### src/rtl/vscale_debug_hart_ctrl_if.sv
// Debug-module / hart-side signal bundle for vscale_debug_hart_ctrl.
// slave = the controller, master = the debug module plus the harts.
interface vscale_debug_hart_ctrl_if #(
   parameter int N_HARTS   = 1,
   parameter int HARTSEL_W = 4,
   parameter int XPR_LEN   = 32
);
   logic [HARTSEL_W-1:0]       hartsel;
   logic                       haltreq;
   logic                       resumereq;
   logic                       core_haltack;
   logic                       core_resumeack;
   logic [12:0]                register_index;
   logic                       debug_write;
   logic                       debug_read;
   logic [XPR_LEN-1:0]         debug_wdata;
   logic [XPR_LEN-1:0]         debug_rdata;
   logic                       debug_busy;
   logic                       debug_err;
   logic [N_HARTS-1:0]         hart_halt_req;
   logic [N_HARTS-1:0]         hart_resume_req;
   logic [N_HARTS-1:0]         hart_halted;
   logic [N_HARTS-1:0]         hart_reg_en;
   logic                       hart_reg_wen;
   logic [12:0]                hart_reg_idx;
   logic [XPR_LEN-1:0]         hart_reg_wdata;
   logic [N_HARTS*XPR_LEN-1:0] hart_reg_rdata;
   logic [N_HARTS-1:0]         hart_reg_ready;

   modport slave (
      input  hartsel, haltreq, resumereq,
      input  register_index, debug_write, debug_read, debug_wdata,
      input  hart_halted, hart_reg_rdata, hart_reg_ready,
      output core_haltack, core_resumeack,
      output debug_rdata, debug_busy, debug_err,
      output hart_halt_req, hart_resume_req,
      output hart_reg_en, hart_reg_wen, hart_reg_idx, hart_reg_wdata
   );

   modport master (
      output hartsel, haltreq, resumereq,
      output register_index, debug_write, debug_read, debug_wdata,
      output hart_halted, hart_reg_rdata, hart_reg_ready,
      input  core_haltack, core_resumeack,
      input  debug_rdata, debug_busy, debug_err,
      input  hart_halt_req, hart_resume_req,
      input  hart_reg_en, hart_reg_wen, hart_reg_idx, hart_reg_wdata
   );
endinterface

### src/rtl/vscale_debug_hart_ctrl.sv
// Multi-hart debug run-control and abstract register access controller.
// Optional watchdogs on HALTING/RESUMING/WAIT: define DEBUG_TIMEOUT_EN.
module vscale_debug_hart_ctrl #(
   parameter int N_HARTS        = 1,
   parameter int HARTSEL_W      = 4,
   parameter int XPR_LEN        = 32,
   parameter int TIMEOUT_CYCLES = 255
) (
   input logic                clk,
   input logic                reset_n,
   vscale_debug_hart_ctrl_if.slave dbg
);

   typedef enum logic [1:0] {
      RUNNING, HALTING, HALTED, RESUMING
   } run_e;

   typedef enum logic [1:0] {
      IDLE, REQ, WAIT
   } acc_e;

   if (N_HARTS < 1 || N_HARTS > 16 ||
       (2 ** HARTSEL_W) < N_HARTS) begin : g_bad_harts
      $error("vscale_debug_hart_ctrl: bad N_HARTS/HARTSEL_W");
   end
   if (TIMEOUT_CYCLES < 1) begin : g_bad_timeout
      $error("vscale_debug_hart_ctrl: TIMEOUT_CYCLES < 1");
   end

   run_e                 run_q [N_HARTS];
   logic [N_HARTS-1:0]   rack_q;
   acc_e                 acc_q;
   logic [HARTSEL_W-1:0] hart_q;
   logic                 wen_q;
   logic [12:0]          idx_q;
   logic [XPR_LEN-1:0]   wdata_q;
   logic [XPR_LEN-1:0]   rdata_q;
   logic                 haltack_q;
   logic                 resumeack_q;
   logic                 err_q;

   logic [N_HARTS-1:0]   tgt;
   logic                 sel_halted;
   logic                 sel_rack;
   logic                 lat_ready;
   logic [XPR_LEN-1:0]   lat_rdata;
   logic                 req;
   logic                 rej;
   logic [N_HARTS-1:0]   hart_to;
   logic                 acc_to;

   always_comb begin
      tgt        = '0;
      sel_halted = 1'b0;
      sel_rack   = 1'b0;
      lat_ready  = 1'b0;
      lat_rdata  = '0;
      for (int i = 0; i < N_HARTS; i++) begin
         if (dbg.hartsel == HARTSEL_W'(i)) begin
            tgt[i]     = 1'b1;
            sel_halted = (run_q[i] == HALTED);
            sel_rack   = rack_q[i];
         end
         if (hart_q == HARTSEL_W'(i)) begin
            lat_ready = dbg.hart_reg_ready[i];
            lat_rdata = dbg.hart_reg_rdata[i*XPR_LEN +: XPR_LEN];
         end
      end
   end

   assign req = dbg.debug_read | dbg.debug_write;
   assign rej = (dbg.debug_read & dbg.debug_write) | ~sel_halted |
                (dbg.register_index >= 13'h1020) | ~(|tgt);

`ifdef DEBUG_TIMEOUT_EN
   localparam int TW = $clog2(TIMEOUT_CYCLES + 1);
   localparam logic [TW-1:0] TLIM = TW'(TIMEOUT_CYCLES - 1);

   logic [TW-1:0]      hcnt_q [N_HARTS];
   logic [TW-1:0]      acnt_q;
   logic [N_HARTS-1:0] hwait;
   logic               await_c;

   // A wait state with no completion this cycle: count or expire.
   always_comb begin
      hwait   = '0;
      hart_to = '0;
      for (int i = 0; i < N_HARTS; i++) begin
         hwait[i] = (run_q[i] == HALTING && !dbg.hart_halted[i]) ||
                    (run_q[i] == RESUMING && dbg.hart_halted[i]);
         hart_to[i] = hwait[i] && (hcnt_q[i] == TLIM);
      end
      await_c = (acc_q == WAIT) && !lat_ready;
      acc_to  = await_c && (acnt_q == TLIM);
   end
`else
   assign hart_to = '0;
   assign acc_to  = 1'b0;
`endif

   always_ff @(posedge clk) begin
      if (!reset_n) begin
         for (int i = 0; i < N_HARTS; i++) begin
            run_q[i] <= RUNNING;
`ifdef DEBUG_TIMEOUT_EN
            hcnt_q[i] <= '0;
`endif
         end
`ifdef DEBUG_TIMEOUT_EN
         acnt_q <= '0;
`endif
         rack_q      <= '0;
         acc_q       <= IDLE;
         hart_q      <= '0;
         wen_q       <= 1'b0;
         idx_q       <= '0;
         wdata_q     <= '0;
         rdata_q     <= '0;
         haltack_q   <= 1'b0;
         resumeack_q <= 1'b0;
         err_q       <= 1'b0;
      end else begin
         for (int i = 0; i < N_HARTS; i++) begin
            if (dbg.resumereq && tgt[i]) rack_q[i] <= 1'b0;
            unique case (run_q[i])
               RUNNING:
                  if (dbg.haltreq && tgt[i]) run_q[i] <= HALTING;
               HALTING:
                  if (dbg.hart_halted[i]) run_q[i] <= HALTED;
                  else if (hart_to[i])    run_q[i] <= RUNNING;
               HALTED:
                  if (dbg.resumereq && tgt[i]) run_q[i] <= RESUMING;
               RESUMING:
                  if (!dbg.hart_halted[i]) begin
                     run_q[i]  <= RUNNING;
                     rack_q[i] <= 1'b1;
                  end else if (hart_to[i]) begin
                     run_q[i] <= HALTED;
                  end
               default: run_q[i] <= RUNNING;
            endcase
`ifdef DEBUG_TIMEOUT_EN
            hcnt_q[i] <= (hwait[i] && !hart_to[i]) ? hcnt_q[i] + 1'b1 : '0;
`endif
         end
`ifdef DEBUG_TIMEOUT_EN
         acnt_q <= (await_c && !acc_to) ? acnt_q + 1'b1 : '0;
`endif
         haltack_q   <= sel_halted;
         resumeack_q <= sel_rack;
         err_q <= ((acc_q == IDLE) && req && rej) | (|hart_to) | acc_to;

         unique case (acc_q)
            IDLE:
               if (req && !rej) begin
                  acc_q   <= REQ;
                  hart_q  <= dbg.hartsel;
                  wen_q   <= dbg.debug_write;
                  idx_q   <= dbg.register_index;
                  wdata_q <= dbg.debug_wdata;
               end
            REQ: acc_q <= WAIT;
            WAIT:
               if (lat_ready) begin
                  acc_q <= IDLE;
                  if (!wen_q) rdata_q <= lat_rdata;
               end else if (acc_to) begin
                  acc_q <= IDLE;
               end
            default: acc_q <= IDLE;
         endcase
      end
   end

   always_comb begin
      dbg.hart_halt_req   = '0;
      dbg.hart_resume_req = '0;
      dbg.hart_reg_en     = '0;
      for (int i = 0; i < N_HARTS; i++) begin
         dbg.hart_halt_req[i]   = (run_q[i] == HALTING);
         dbg.hart_resume_req[i] = (run_q[i] == RESUMING);
         dbg.hart_reg_en[i] = (acc_q == REQ) && (hart_q == HARTSEL_W'(i));
      end
   end

   assign dbg.core_haltack   = haltack_q;
   assign dbg.core_resumeack = resumeack_q;
   assign dbg.debug_rdata    = rdata_q;
   assign dbg.debug_busy     = (acc_q != IDLE);
   assign dbg.debug_err      = err_q;
   assign dbg.hart_reg_wen   = wen_q;
   assign dbg.hart_reg_idx   = idx_q;
   assign dbg.hart_reg_wdata = wdata_q;

endmodule

### src/flat_wrapper.sv
// flat-port wrapper written by rule: the top's interface ports become plain ports
module vscale_debug_hart_ctrl_flat 
#(
   parameter int N_HARTS        = 1,
   parameter int HARTSEL_W      = 4,
   parameter int XPR_LEN        = 32,
   parameter int TIMEOUT_CYCLES = 255
)
  (clk, reset_n, dbg_hartsel, dbg_haltreq, dbg_resumereq, dbg_register_index, dbg_debug_write, dbg_debug_read, dbg_debug_wdata, dbg_hart_halted, dbg_hart_reg_rdata, dbg_hart_reg_ready, dbg_core_haltack, dbg_core_resumeack, dbg_debug_rdata, dbg_debug_busy, dbg_debug_err, dbg_hart_halt_req, dbg_hart_resume_req, dbg_hart_reg_en, dbg_hart_reg_wen, dbg_hart_reg_idx, dbg_hart_reg_wdata);
  vscale_debug_hart_ctrl_if #(.N_HARTS(N_HARTS), .HARTSEL_W(HARTSEL_W), .XPR_LEN(XPR_LEN)) dbg_i ();
  input logic clk;
  input logic reset_n;
  input wire logic [$bits(dbg_i.hartsel)-1:0] dbg_hartsel;
  input wire logic [$bits(dbg_i.haltreq)-1:0] dbg_haltreq;
  input wire logic [$bits(dbg_i.resumereq)-1:0] dbg_resumereq;
  input wire logic [$bits(dbg_i.register_index)-1:0] dbg_register_index;
  input wire logic [$bits(dbg_i.debug_write)-1:0] dbg_debug_write;
  input wire logic [$bits(dbg_i.debug_read)-1:0] dbg_debug_read;
  input wire logic [$bits(dbg_i.debug_wdata)-1:0] dbg_debug_wdata;
  input wire logic [$bits(dbg_i.hart_halted)-1:0] dbg_hart_halted;
  input wire logic [$bits(dbg_i.hart_reg_rdata)-1:0] dbg_hart_reg_rdata;
  input wire logic [$bits(dbg_i.hart_reg_ready)-1:0] dbg_hart_reg_ready;
  output wire logic [$bits(dbg_i.core_haltack)-1:0] dbg_core_haltack;
  output wire logic [$bits(dbg_i.core_resumeack)-1:0] dbg_core_resumeack;
  output wire logic [$bits(dbg_i.debug_rdata)-1:0] dbg_debug_rdata;
  output wire logic [$bits(dbg_i.debug_busy)-1:0] dbg_debug_busy;
  output wire logic [$bits(dbg_i.debug_err)-1:0] dbg_debug_err;
  output wire logic [$bits(dbg_i.hart_halt_req)-1:0] dbg_hart_halt_req;
  output wire logic [$bits(dbg_i.hart_resume_req)-1:0] dbg_hart_resume_req;
  output wire logic [$bits(dbg_i.hart_reg_en)-1:0] dbg_hart_reg_en;
  output wire logic [$bits(dbg_i.hart_reg_wen)-1:0] dbg_hart_reg_wen;
  output wire logic [$bits(dbg_i.hart_reg_idx)-1:0] dbg_hart_reg_idx;
  output wire logic [$bits(dbg_i.hart_reg_wdata)-1:0] dbg_hart_reg_wdata;
  assign dbg_i.hartsel = dbg_hartsel;
  assign dbg_i.haltreq = dbg_haltreq;
  assign dbg_i.resumereq = dbg_resumereq;
  assign dbg_i.register_index = dbg_register_index;
  assign dbg_i.debug_write = dbg_debug_write;
  assign dbg_i.debug_read = dbg_debug_read;
  assign dbg_i.debug_wdata = dbg_debug_wdata;
  assign dbg_i.hart_halted = dbg_hart_halted;
  assign dbg_i.hart_reg_rdata = dbg_hart_reg_rdata;
  assign dbg_i.hart_reg_ready = dbg_hart_reg_ready;
  assign dbg_core_haltack = dbg_i.core_haltack;
  assign dbg_core_resumeack = dbg_i.core_resumeack;
  assign dbg_debug_rdata = dbg_i.debug_rdata;
  assign dbg_debug_busy = dbg_i.debug_busy;
  assign dbg_debug_err = dbg_i.debug_err;
  assign dbg_hart_halt_req = dbg_i.hart_halt_req;
  assign dbg_hart_resume_req = dbg_i.hart_resume_req;
  assign dbg_hart_reg_en = dbg_i.hart_reg_en;
  assign dbg_hart_reg_wen = dbg_i.hart_reg_wen;
  assign dbg_hart_reg_idx = dbg_i.hart_reg_idx;
  assign dbg_hart_reg_wdata = dbg_i.hart_reg_wdata;
  vscale_debug_hart_ctrl #(.N_HARTS(N_HARTS), .HARTSEL_W(HARTSEL_W), .XPR_LEN(XPR_LEN), .TIMEOUT_CYCLES(TIMEOUT_CYCLES)) u_core (.clk(clk), .reset_n(reset_n), .dbg(dbg_i));
endmodule
### config.mk
export PLATFORM = sky130hd
export DESIGN_NAME = vscale_debug_hart_ctrl_flat
export DESIGN_NICKNAME = d
export VERILOG_FILES = /design/src/rtl/vscale_debug_hart_ctrl_if.sv /design/src/rtl/vscale_debug_hart_ctrl.sv /design/src/flat_wrapper.sv
export SDC_FILE = /design/constraint.sdc
export NUM_CORES = 1
export LEC_CHECK = 0
export ABC_AREA = 1
export CAP_MARGIN = 20
export CORE_MARGIN = 3
export CORE_UTILIZATION = 45
export CTS_CLUSTER_SIZE = 30
export DETAILED_ROUTE_END_ITERATION = 16
export GPL_TIMING_DRIVEN = 0
export PLACE_DENSITY = 0.86
export SYNTH_ARGS = -nofsm -noshare
export SYNTH_HDL_FRONTEND = slang
export SYNTH_SLANG_ARGS = --single-unit
### constraint.sdc
create_clock -name clk -period 2.15 [get_ports clk]
set_input_delay 0.5375 -clock clk [delete_from_list [all_inputs] [get_ports clk]]
set_output_delay 0.5375 -clock clk [all_outputs]
set_load 0.005 [all_outputs]
# After elaboration in Yosys (flattened, before gate mapping)
# Memories as Yosys holds them, arrays and structs flattened.
# Cells that the tools add are included.
# op_classes
n_shift	0
n_eq_ne	7
div_mod_pow	0
multipliers	0
order_cmp	1
n_addsub	0
bitwise_logic	8
n_reduce_logical	20
mux	35
# ops
operator	count
$mux 32	1
$mux 1	27
$ge 13x13->1 const B	1
$mux 2	6
$logic_not 4->1	2
$reduce_or 2->1	4
$eq 2x2->1 const B	3
$logic_and 1x1->1	6
$pmux 2 s3	1
$reduce_and 2->1	3
$eq 2x1->1 const B	2
$logic_not 2->1	2
$or 1x1->1	4
$not 1->1	3
$reduce_and 3->1	1
$ne 2x1->1 const B	1
$ne 2x2->1 const B	1
$reduce_bool 2->1	1
$and 1x1->1	1
$logic_not 1->1	1
# totals
reg_bits	88
latchBits	0
mem_bits_rw	2
wordCells	82
romBits	0
memories	1
out_inout_bits	85
inputBits	89
# memory_table
memory	depth	width	read_ports	rd_ports_with_merged_regs	write_ports	line	rtl
u_core.run_q	1	2	1	0	1	vscale_debug_hart_ctrl.sv:30	run_e run_q [N_HARTS];

# Depth between registers and ports, before layout
# Gate-level depths: netlist of run 1.
# depth
depth_word	12
depth_mapped	9
depth_no_buf	8

# Worst setup path after synthesis of run 1
# Ideal clock, no wire load.
# synth_path
path_kind	input to register
startpoint	input port dbg_register_index[9]
endpoint	register u_core.idx_q[10], in the netlist u_core.dbg.hart_reg_idx[10]
arrival_ps	1406
n_path_buf	2
setup_ps	110
required_ps	2040
setup_slack_ps	634
path_stages	8
path_cell_list	nor2_1 nand2_1 o21ai_2 buf_2 buf_2 nand4_1 nand2_1 nor2_1
# synth_via
elab_chain_cells	6
# synth_lines
item	line	rtl
start, declared	flat_wrapper.sv:16	input wire logic [$bits(dbg_i.register_index)-1:0] dbg_register_index;
$ge 13x13->1	vscale_debug_hart_ctrl.sv:73	(dbg.register_index >= 13'h1020) | ~(|tgt);
$or 1x1->1	vscale_debug_hart_ctrl.sv:72	assign rej = (dbg.debug_read & dbg.debug_write) | ~sel_halted |
$or 1x1->1	vscale_debug_hart_ctrl.sv:73	
$logic_not 1->1	vscale_debug_hart_ctrl.sv:155	if (req && !rej) begin
$logic_and 1x1->1	vscale_debug_hart_ctrl.sv:155	
$reduce_and 2->1 (no line)	n/a	
end signal, assigned	vscale_debug_hart_ctrl.sv:159	idx_q <= dbg.register_index;
end, declared	vscale_debug_hart_ctrl.sv:35	logic [12:0] idx_q;
# Every way passes these cells.
# A chain may end at the register's enable or synchronous reset.

# Final worst setup path of run 1
# layout_path
startpoint	memory u_core.run_q[0][1] (netlist bit)
endpoint	output port dbg_hart_halt_req
# layout_via
elab_chain_cells	2
# layout_lines
item	line	rtl
start, declared	vscale_debug_hart_ctrl.sv:30	
$mem_v2 1x2	n/a	
$eq 2x1->1	vscale_debug_hart_ctrl.sv:180	dbg.hart_halt_req[i] = (run_q[i] == HALTING);
end, declared	flat_wrapper.sv:28	output wire logic [$bits(dbg_i.hart_halt_req)-1:0] dbg_hart_halt_req;
# Every way passes these cells.

==> results of run 1 <==
[area by class of cell]
cell class	instances	share of cell area
timing repair buffer	173	0.2848
inverter	152	0.09371
tap	105	0.02158
multi-input combinational	333	0.2380
sequential	90	0.2992
clock buffer	12	0.02733
buffer	35	0.02754
clock inverter	4	0.007809
[worst paths after layout]
path | from | endpoint | cells past startpoint | slack [ns]
hold reg to reg | u_core.rack_q | u_core.dbg.core_resumeack | 2 | 0.47
setup reg to reg | u_core.run_q[0][0] | u_core.dbg.hart_reg_wdata[12] | 8 | 0.50
setup / recovery | u_core.run_q[0][1] | dbg_hart_halt_req | 2 | 0.13
hold / removal | u_core.rack_q | u_core.dbg.core_resumeack | 2 | 0.47
[stage by stage]
stage | TNS [ns] | utilization | area, µm² | hold slack (ns)
floorplan | 0 | - | 4003 | 0.4277
global placement | -5.344 | 0.6964 | 5866 | 0.4436
detailed placement | -6.016 | 0.6964 | 5866 | 0.4488
CTS | 0 | 0.7218 | 6080 | 0.4640
global route | 0 | 0.7228 | 6088 | 0.4926
finish | 0 | 0.7228 | 6088 | 0.4691
[what timing repair did]
item                                    4_1_cts  5_1_grt
gates resized for setup                       0        5
endpoints found under the setup margin        0        2
setup buffers                                 0        0
[report_power, final]
group	total (mW)	switching [mW]	leakage, nW	internal [mW]
Clock	1.22	0.586	0.108	0.637
Sequential	1.69	0.00575	0.730	1.68
Combinational	0.342	0.145	1.95	0.198
Total	3.25	0.736	2.78	2.52
[tightest hold or removal path, cell delays in order (launching register included)]
cell and delay (ns):
dfxtp_1 0.31, nand2_1 0.07, nor2_1 0.05
[cell usage in the layout (no fill, tap or decap), types with 4 or more instances in the layout]
cell and instances:
clkdlybuf4s50_1 172, inv_1 151, nor2_1 127, nand2_1 108, dfxtp_1 88, nand4_1 47
o21ai_0 32, buf_2 16, clkbuf_1 10, clkbuf_8 10, nand3_1 8, buf_1 5
nor2_2 4, buf_4 4
[kinds of logic (layout without fill, tap and decap cells)]
family | Yosys count | in the layout | share of synthesized area
AOI/OAI and AO/OA | 36 | 36 | 0.04689
buffers and inverters | 187 | 376 | 0.1841
DFF | 90 | 90 | 0.4551
and+or+nand+nor | 297 | 297 | 0.3138
[flip-flops by register name (all words and copies together), names as in the netlist]
register,count
u_core.acc_q,2
u_core.dbg.core_haltack,1
u_core.dbg.core_resumeack,1
u_core.dbg.debug_err,1
u_core.dbg.debug_rdata,32
u_core.dbg.hart_reg_idx,13
u_core.dbg.hart_reg_wdata,32
u_core.dbg.hart_reg_wen,1
u_core.hart_q,4
u_core.rack_q,1
u_core.run_q,2
[per-layer routing]
metal | global-route usage | vias to the layer above
met5 | 0 | -
met4 | 0.06010 | 0
met3 | 0.09729 | 13
met2 | 0.4220 | 178
met1 | 0.2526 | 1887
li1 | - | 2167
==> impl_metrics.yaml, run 1 <==
timing:
  report.final.hold_viol_count: 0
  setup_violations: 0
  rsz0062_at_grt: "no"
  min_period_ns: 2.023
  worstMarginPinSlew_ns: 0.4664
  slew_violations: 0
  fin_ws_ns: 0.1272
  fmaxAchievable_ghz: 0.4944
  skew_ns: 0.006993
  max_slew_margin: 0.6891
  fin_crit_sh: 0.9408
synthesis:
  ys_seq_area_frac: 0.4551
  syn_inst: 610
  synth_edf_count: 2
  syn_area_per_cell_um2: 6.562
  synth.area.top_cells: "dfxtp_1 44%, inv_1 14%, nor2_1 12%, nand2_1 10%, nand4_1 7.3%"
  ys_top_cells_by_count: "151 x inv_1, 129 x nor2_1, 108 x nand2_1"
  synth_cell_types: 19
  synth-seq-cells: 90
  synth_top_area_cell: "dfxtp_1"
  synthMostInstantiatedCell: "inv_1"
  async_flop_share: 0
  synth_warnings: 0
  synth_nets: 699
  synth_flop_cell: "dfxtp_1"
  synth_top_area_share: 0.4401
  synthesis.area_um2: 4003
clock_network:
  cts_hold_buffers: 0
  cts_root_buf: "clkbuf_8"
  clk_pin_slew_worst_paths_ns: 0.08
  cts_buffer_depth: 2
  cts_tree: "yes"
  clk_latency_ns: 0.35
  h-tree-depth: 3
  clock-sinks: 90
  cts_buffers: 9
global_route:
  overflow: 0
  grt_pass1_wl_um: 18950
  grt_pass1_vias: 4197
  grtUsageTotal: 0.2342
  grt_max_degree: 15
  antenna_found_initial: 0
power:
  power.density_nw_per_um2: 534.1
  ir_drop_uv: 457.5
  total_power_mw: 3.252
  p_leak_nw: 2.784
route:
  drc: 0
  firstDrtPassIters: 4
  dr_wl_met2_um: 5782
  vias: 4245
  viasPerCell: 4.696
  wl_met3_um: 1389
  wl_per_cell_um: 12.94
  drt-met1-wl_um: 4400
  top_layer: "met4"
  ant_nets: 0
  drt_iter0_drc: 107
  routed_wl_um: 11700
final_layout:
  drive_gt1_frac: 0.05507
  layout.nets: 883
  final_cells: 904
  syn_to_final_growth_pct: 52.11
  antenna_cells: 0
  multi_input_area_um2: 1449
  regArea_um2: 1822
  fillers: 673
critical_path:
  worstSetupPathType: "reg2out"
  cpPeakStageDelay_ns: 0.53
  cp_slowest_cell: "clkdlybuf4s50_1"
  crit_chain: "nor2_1 > clkdlybuf4s50_1"
  critPathBufInv: 1
  cp_top_family: "buffers and inverters"
  worstPathMaxFanout: 3
  end_kind: "primary output"
  crit_path_start_kind: "flip-flop"
  critPathRequiredTime_ns: 1.61
  arrival_ns: 1.49
floorplanning:
  ioPinCount: 174
  die_area_um2: 10060
  core_area_um2: 8423
  initial_core_util: 0.4752
  die_w_um: 100.3
  rows: 33
  die_y_um: 100.3
place:
  io_buffers: 173
  dp_slack_ns: -0.2243
  dp.cells: 888
  place_hpwl_um: 9179
  routabilityCongestion: 0.8641
min_path:
  hold_path.class: "reg2reg"
outcome:
  status: "finished, final reports clean"
job:
  cap_viol_max_count: 0
Power figures use the tool's default switching activity.
==> inputs of run 2 (changes only) <==
- ABC_AREA: 1 -> unset
- CORE_UTILIZATION: 45 -> 44
- PLACE_DENSITY: 0.86 -> 0.87
==> run 2 against run 1 <==
Net effect: clock-buffer cell count unchanged; die area down 7.8%; flip-flop and latch count unchanged; clock skew up 0.0031 ns; worst setup slack worse by 0.061 ns; wire length down 14%; clock power up 12%; register-to-register slack worse by 0.14 ns; first-iteration DRC count down 39%; critical path depth up 5; non-clock buffer count down 7; largest power group unchanged; highest routed layer unchanged.
==> impl_metrics.yaml, run 2 <==
place:
  place_area_um2: 5440
  io_buffers: 172
  dp.cells: 633
  place_hpwl_um: 7578
  routabilityCongestion: 0.7741
  dp_slack_ns: -0.5393
final_layout:
  fillers: 587
  final_common_cell: "clkdlybuf4s50_1"
  drive_gt1_frac: 0.06884
  design_area_um2: 5772
  layout_common_cells: "171 x clkdlybuf4s50_1, 96 x nand2_1, 88 x dfxtp_1"
  antenna_cells: 0
  utilization: 0.7393
  layout.nets: 637
  syn_to_final_growth_pct: 60.73
  final_cells: 654
power:
  total_power_mw: 3.347
  power.net_switching_uw: 691.8
  power.density_nw_per_um2: 579.9
  seqPwrFrac: 0.503
  switching_share: 0.2067
  ir_drop_uv: 361.5
  comb_power_share: 0.089
  p_leak_nw: 2.272
  clockPowerShare: 0.408
  internal_power_mw: 2.656
synthesis:
  synth.area.top_cells: "dfxtp_1 49%, mux2i_1 22%, nand2_1 10%, nor2b_1 6.3%, edfxtp_1 1.7%"
  synth_top_area_cell: "dfxtp_1"
  synth-seq-cells: 90
  synth_nets: 448
  synthMostInstantiatedCell: "nand2_1"
  synth_top_area_share: 0.4906
  ys_seq_area_frac: 0.5073
  synth_flop_cell: "dfxtp_1"
  synthesis.area_um2: 3591
  synth_warnings: 0
  syn_inst: 359
  syn_area_per_cell_um2: 10.00
  synth_cell_types: 32
  async_flop_share: 0
  ys_top_cells_by_count: "96 x nand2_1, 88 x dfxtp_1, 78 x mux2i_1"
  synth_edf_count: 2
critical_path:
  worstSetupPathType: "in2reg"
  cp_top_family: "simple AND/OR/NAND/NOR gates"
  critPathBufInv: 3
  end_kind: "flip-flop"
  crit_path_start_kind: "input port"
  cp_slowest_cell: "clkdlybuf4s50_1"
  crit_chain: "clkdlybuf4s50_1 > nor4_4 > nand2_2 > nor4_4 > buf_6 > buf_6 > and3b_1"
  critPathRequiredTime_ns: 2.39
  worstPathMaxFanout: 10
  arrival_ns: 2.32
  cpPeakStageDelay_ns: 0.47
timing:
  fin_ws_ns: 0.06619
  skew_ns: 0.01012
  fin_crit_sh: 0.9692
  setup_violations: 0
  rsz0062_at_grt: "no"
  report.final.hold_viol_count: 0
  hold_ws_ns: 0.4588
  fmaxAchievable_ghz: 0.4799
  max_slew_margin: 0.6242
  fin_tns_setup_ns: 0
  slew_violations: 0
  worstMarginPinSlew_ns: 0.5636
  min_period_ns: 2.084
floorplanning:
  core_area_um2: 7807
  initial_core_util: 0.4599
  die_w_um: 96.34
  ioPinCount: 174
  die_area_um2: 9281
  die_y_um: 96.34
  rows: 32
clock_network:
  clock-sinks: 90
  clk_latency_ns: 0.35
  h-tree-depth: 3
  cts_tree: "yes"
  cts_buffers: 9
  cts_root_buf: "clkbuf_8"
  cts_hold_buffers: 0
  cts_buffer_depth: 2
  clk_pin_slew_worst_paths_ns: 0.08
route:
  drt_iter0_drc: 65
  routed_wl_um: 10020
  drc: 0
  firstDrtPassIters: 4
  viasPerCell: 4.858
  vias: 3177
  ant_nets: 0
  wl_per_cell_um: 15.33
job:
  cap_viol_max_count: 0
global_route:
  grtUsageTotal: 0.2134
  grt_pass1_wl_um: 15240
  grt_pass1_vias: 3225
  overflow: 0
  antenna_found_initial: 0
  grt_max_degree: 15
outcome:
  status: "finished, final reports clean"
min_path:
  hold_path.class: "reg2reg"
==> run 2: cell types whose count changed after synthesis, sizes merged, moves of 3 or more <==
cell    before  now
inv        152    2
nor2       131    2
mux2i        0   78
nand4       47    1
nor2b        0   36
o21ai       33    0
buf         25    8
nand2      108   97
nand3        9    1
clkbuf      10   15
and3b        0    4
nor4         0    4
and2         0    3
==> run 2: power by group through the flow <==
stage / Sequential [mW] / Combinational [mW] / Clock, mW
after global placement: 1.72 / 0.281 / 0
final: 1.68 / 0.298 / 1.37
after detailed placement: 1.72 / 0.286 / 0
after CTS: 1.68 / 0.290 / 1.39
after floorplan: 1.72 / 0.0844 / 0
after global routing: 1.68 / 0.321 / 1.46
==> run 2: cell families after synthesis <==
| kind of cell | after synthesis | share of synthesized area |
|---|---|---|
| AO/OA/AOI/OAI | 9 | 0.01777 |
| XOR/XNOR | 2 | 0.004879 |
| buffers and inverters | 25 | 0.03763 |
| flip-flops | 90 | 0.5073 |
| multiplexers | 78 | 0.2174 |
| AND/OR/NAND/NOR | 155 | 0.2150 |
==> run 2: final cells by class <==
cell class / count / area [µm²] / area share
clock buffer: 12 / 176.4 / 0.03057
inverter: 2 / 7.507 / 0.001301
timing repair buffer: 178 / 1769 / 0.3065
buffer: 23 / 138.9 / 0.02406
tap: 102 / 127.6 / 0.02211
sequential: 90 / 1822 / 0.3156
clock inverter: 3 / 68.82 / 0.01192
multi-input combinational: 244 / 1662 / 0.2879
==> run 2: worst paths after layout <==
path / start / end / slack [ns] / cells past startpoint
worst max register to register: u_core.run_q[0][1] / u_core.hart_q[2] / 0.36 / 7
worst min register to register: u_core.dbg.hart_reg_wdata[0] / u_core.dbg.hart_reg_wdata[0] / 0.46 / 2
worst min-delay path: u_core.dbg.hart_reg_wdata[0] / u_core.dbg.hart_reg_wdata[0] / 0.46 / 2
worst max-delay path: dbg_hartsel[1] / u_core.hart_q[2] / 0.07 / 7
==> run 2: repair_timing <==
| action | CTS | global route |
|---|---|---|
| gates resized for setup | 2 | 7 |
| endpoints found under the hold margin | 0 | 0 |
| setup endpoints to repair | 51 | 51 |
| setup buffers | 3 | 3 |
| pin swaps | 3 | 3 |
==> run 2: worst register-to-register path: cells and delay by family, from the launching register on <==
kind	cells	cell delay, ns
AND/OR/NAND/NOR	4	0.83
buffers and inverters	3	0.48
flip-flops	1	0.37
==> run 2: routing by layer <==
layer	vias to the layer above	wire length (µm)	GRT usage	part of all wire
met5	-	0	0	0
met4	0	174	0.07710	0.017
met3	14	1289	0.1001	0.13
met2	141	4732	0.3663	0.47
met1	1463	3828	0.2286	0.38
li1	1559	-	-	-
==> inputs of run 3 (changes only) <==
- CORE_MARGIN: 3 -> 8
==> run 3 against run 2 <==
Net effect: wire length grew 5.0%; via count shrank 1.9%; sequential power is essentially flat; register-to-register slack lost 0.03 ns; fmax shrank 1.2%; sequential share of layout area grew 0.34 points; critical path type unchanged; critical endpoint is now u_core.dbg.hart_reg_wdata[10]; largest cell class unchanged.
==> impl_metrics.yaml, run 3 (same netlist as run 2, synthesis figures left out) <==
global_route:
  antenna_found_initial: 0
  overflow: 0
  grt_pass1_wl_um: 16550
  grt_max_degree: 14
  grt_pass1_vias: 3332
  grtUsageTotal: 0.1805
power:
  power.density_nw_per_um2: 527.4
  total_power_mw: 3.012
  ir_drop_uv: 353.0
  p_leak_nw: 2.244
clock_network:
  cts_buffer_depth: 2
  cts_tree: "yes"
  cts_buffers: 9
  clk_latency_ns: 0.34
  cts_hold_buffers: 0
  cts_root_buf: "clkbuf_8"
  clock-sinks: 90
  clk_pin_slew_worst_paths_ns: 0.09
  h-tree-depth: 3
floorplanning:
  initial_core_util: 0.4460
  die_y_um: 106.3
  ioPinCount: 174
  core_area_um2: 8051
  die_area_um2: 11310
  rows: 33
  die_w_um: 106.3
place:
  routabilityCongestion: 0.7589
  dp_slack_ns: -0.5225
  place_hpwl_um: 8331
  io_buffers: 172
  dp.cells: 636
  place_area_um2: 5444
final_layout:
  syn_to_final_growth_pct: 59.02
  drive_gt1_frac: 0.06352
  final_common_cell: "clkdlybuf4s50_1"
  layout_common_cells: "170 x clkdlybuf4s50_1, 96 x nand2_1, 88 x dfxtp_1"
  final_cells: 656
  utilization: 0.7092
  antenna_cells: 0
  layout.nets: 636
  design_area_um2: 5710
critical_path:
  cpPeakStageDelay_ns: 0.44
  cp_slowest_cell: "clkdlybuf4s50_1"
  crit_path_start_kind: "input port"
  critPathRequiredTime_ns: 2.42
  arrival_ns: 2.38
  crit_chain: "clkdlybuf4s50_1 > nor4_2 > a21boi_1 > nor4_4 > buf_6 > buf_12 > mux2i_2"
  worstSetupPathType: "in2reg"
  worstPathMaxFanout: 10
  end_kind: "flip-flop"
timing:
  max_slew_margin: 0.6518
  report.final.hold_viol_count: 0
  fin_ws_ns: 0.04026
  fin_tns_setup_ns: 0
  fmaxAchievable_ghz: 0.4740
  fin_crit_sh: 0.9813
  worstMarginPinSlew_ns: 0.5222
  skew_ns: 0.01021
  min_period_ns: 2.110
  slew_violations: 0
  setup_violations: 0
  hold_ws_ns: 0.4514
route:
  vias: 3118
  ant_nets: 0
  drt_iter0_drc: 75
  routed_wl_um: 10520
  wl_per_cell_um: 16.04
  viasPerCell: 4.753
  drc: 0
  firstDrtPassIters: 4
job:
  cap_viol_max_count: 0
min_path:
  hold_path.class: "reg2reg"
outcome:
  status: "finished, final reports clean"
## run 3: changes by cell type in the layout (fill, tap and decap cells not counted), sizes merged
cell / previous run / this run
buf: 14 / 13
bufinv: 2 / 0
clkbuf: 27 / 28
clkdlybuf4s50: 171 / 170
clkinvlp: 0 / 1
dlymetal6s2s: 0 / 1
## run 3: repair_timing
item | in CTS | in global routing
endpoints found under the hold margin | 0 | 0
pin swaps | 3 | 2
setup buffers | 2 | 3
setup endpoints to repair | 51 | 49
resized for setup | 3 | 11
## run 3: final timing paths
path / start / to / slack, ns / depth (start not counted)
max: dbg_register_index[8] / u_core.dbg.hart_reg_wdata[10] / 0.04 / 7
max reg2reg: u_core.run_q[0][0] / u_core.dbg.hart_reg_wdata[10] / 0.33 / 6
min: u_core.dbg.debug_rdata[20] / u_core.dbg.debug_rdata[20] / 0.45 / 2
min reg2reg: u_core.dbg.debug_rdata[20] / u_core.dbg.debug_rdata[20] / 0.45 / 2
## run 3: critical path: cells and delay by family
kind	cells	cell delay (ns)
AND/OR/NAND/NOR	2	0.64
AO/OA/AOI/OAI	1	0.18
buffers and inverters	3	0.80
multiplexers	1	0.22
## run 3: area by class of cell
class | instances | area, µm²
buffer | 23 | 161.4
clock buffer | 13 | 158.9
clock inverter | 2 | 12.51
fill | 644 | 2341
inverter | 2 | 7.507
multi-input combinational | 244 | 1653
sequential | 90 | 1822
tap | 105 | 131.4
timing repair buffer | 177 | 1764
## run 3: where the power goes
part           switching (mW)  internal, mW
registers             0.00650          1.68
logic                   0.103         0.188
clock network           0.558         0.478
## run 3: metal layers
layer / GRT usage / share of wire
met1: 0.1879 / 0.39
met2: 0.3128 / 0.48
met3: 0.08772 / 0.12
met4: 0.05729 / 0.013
met5: 0 / 0
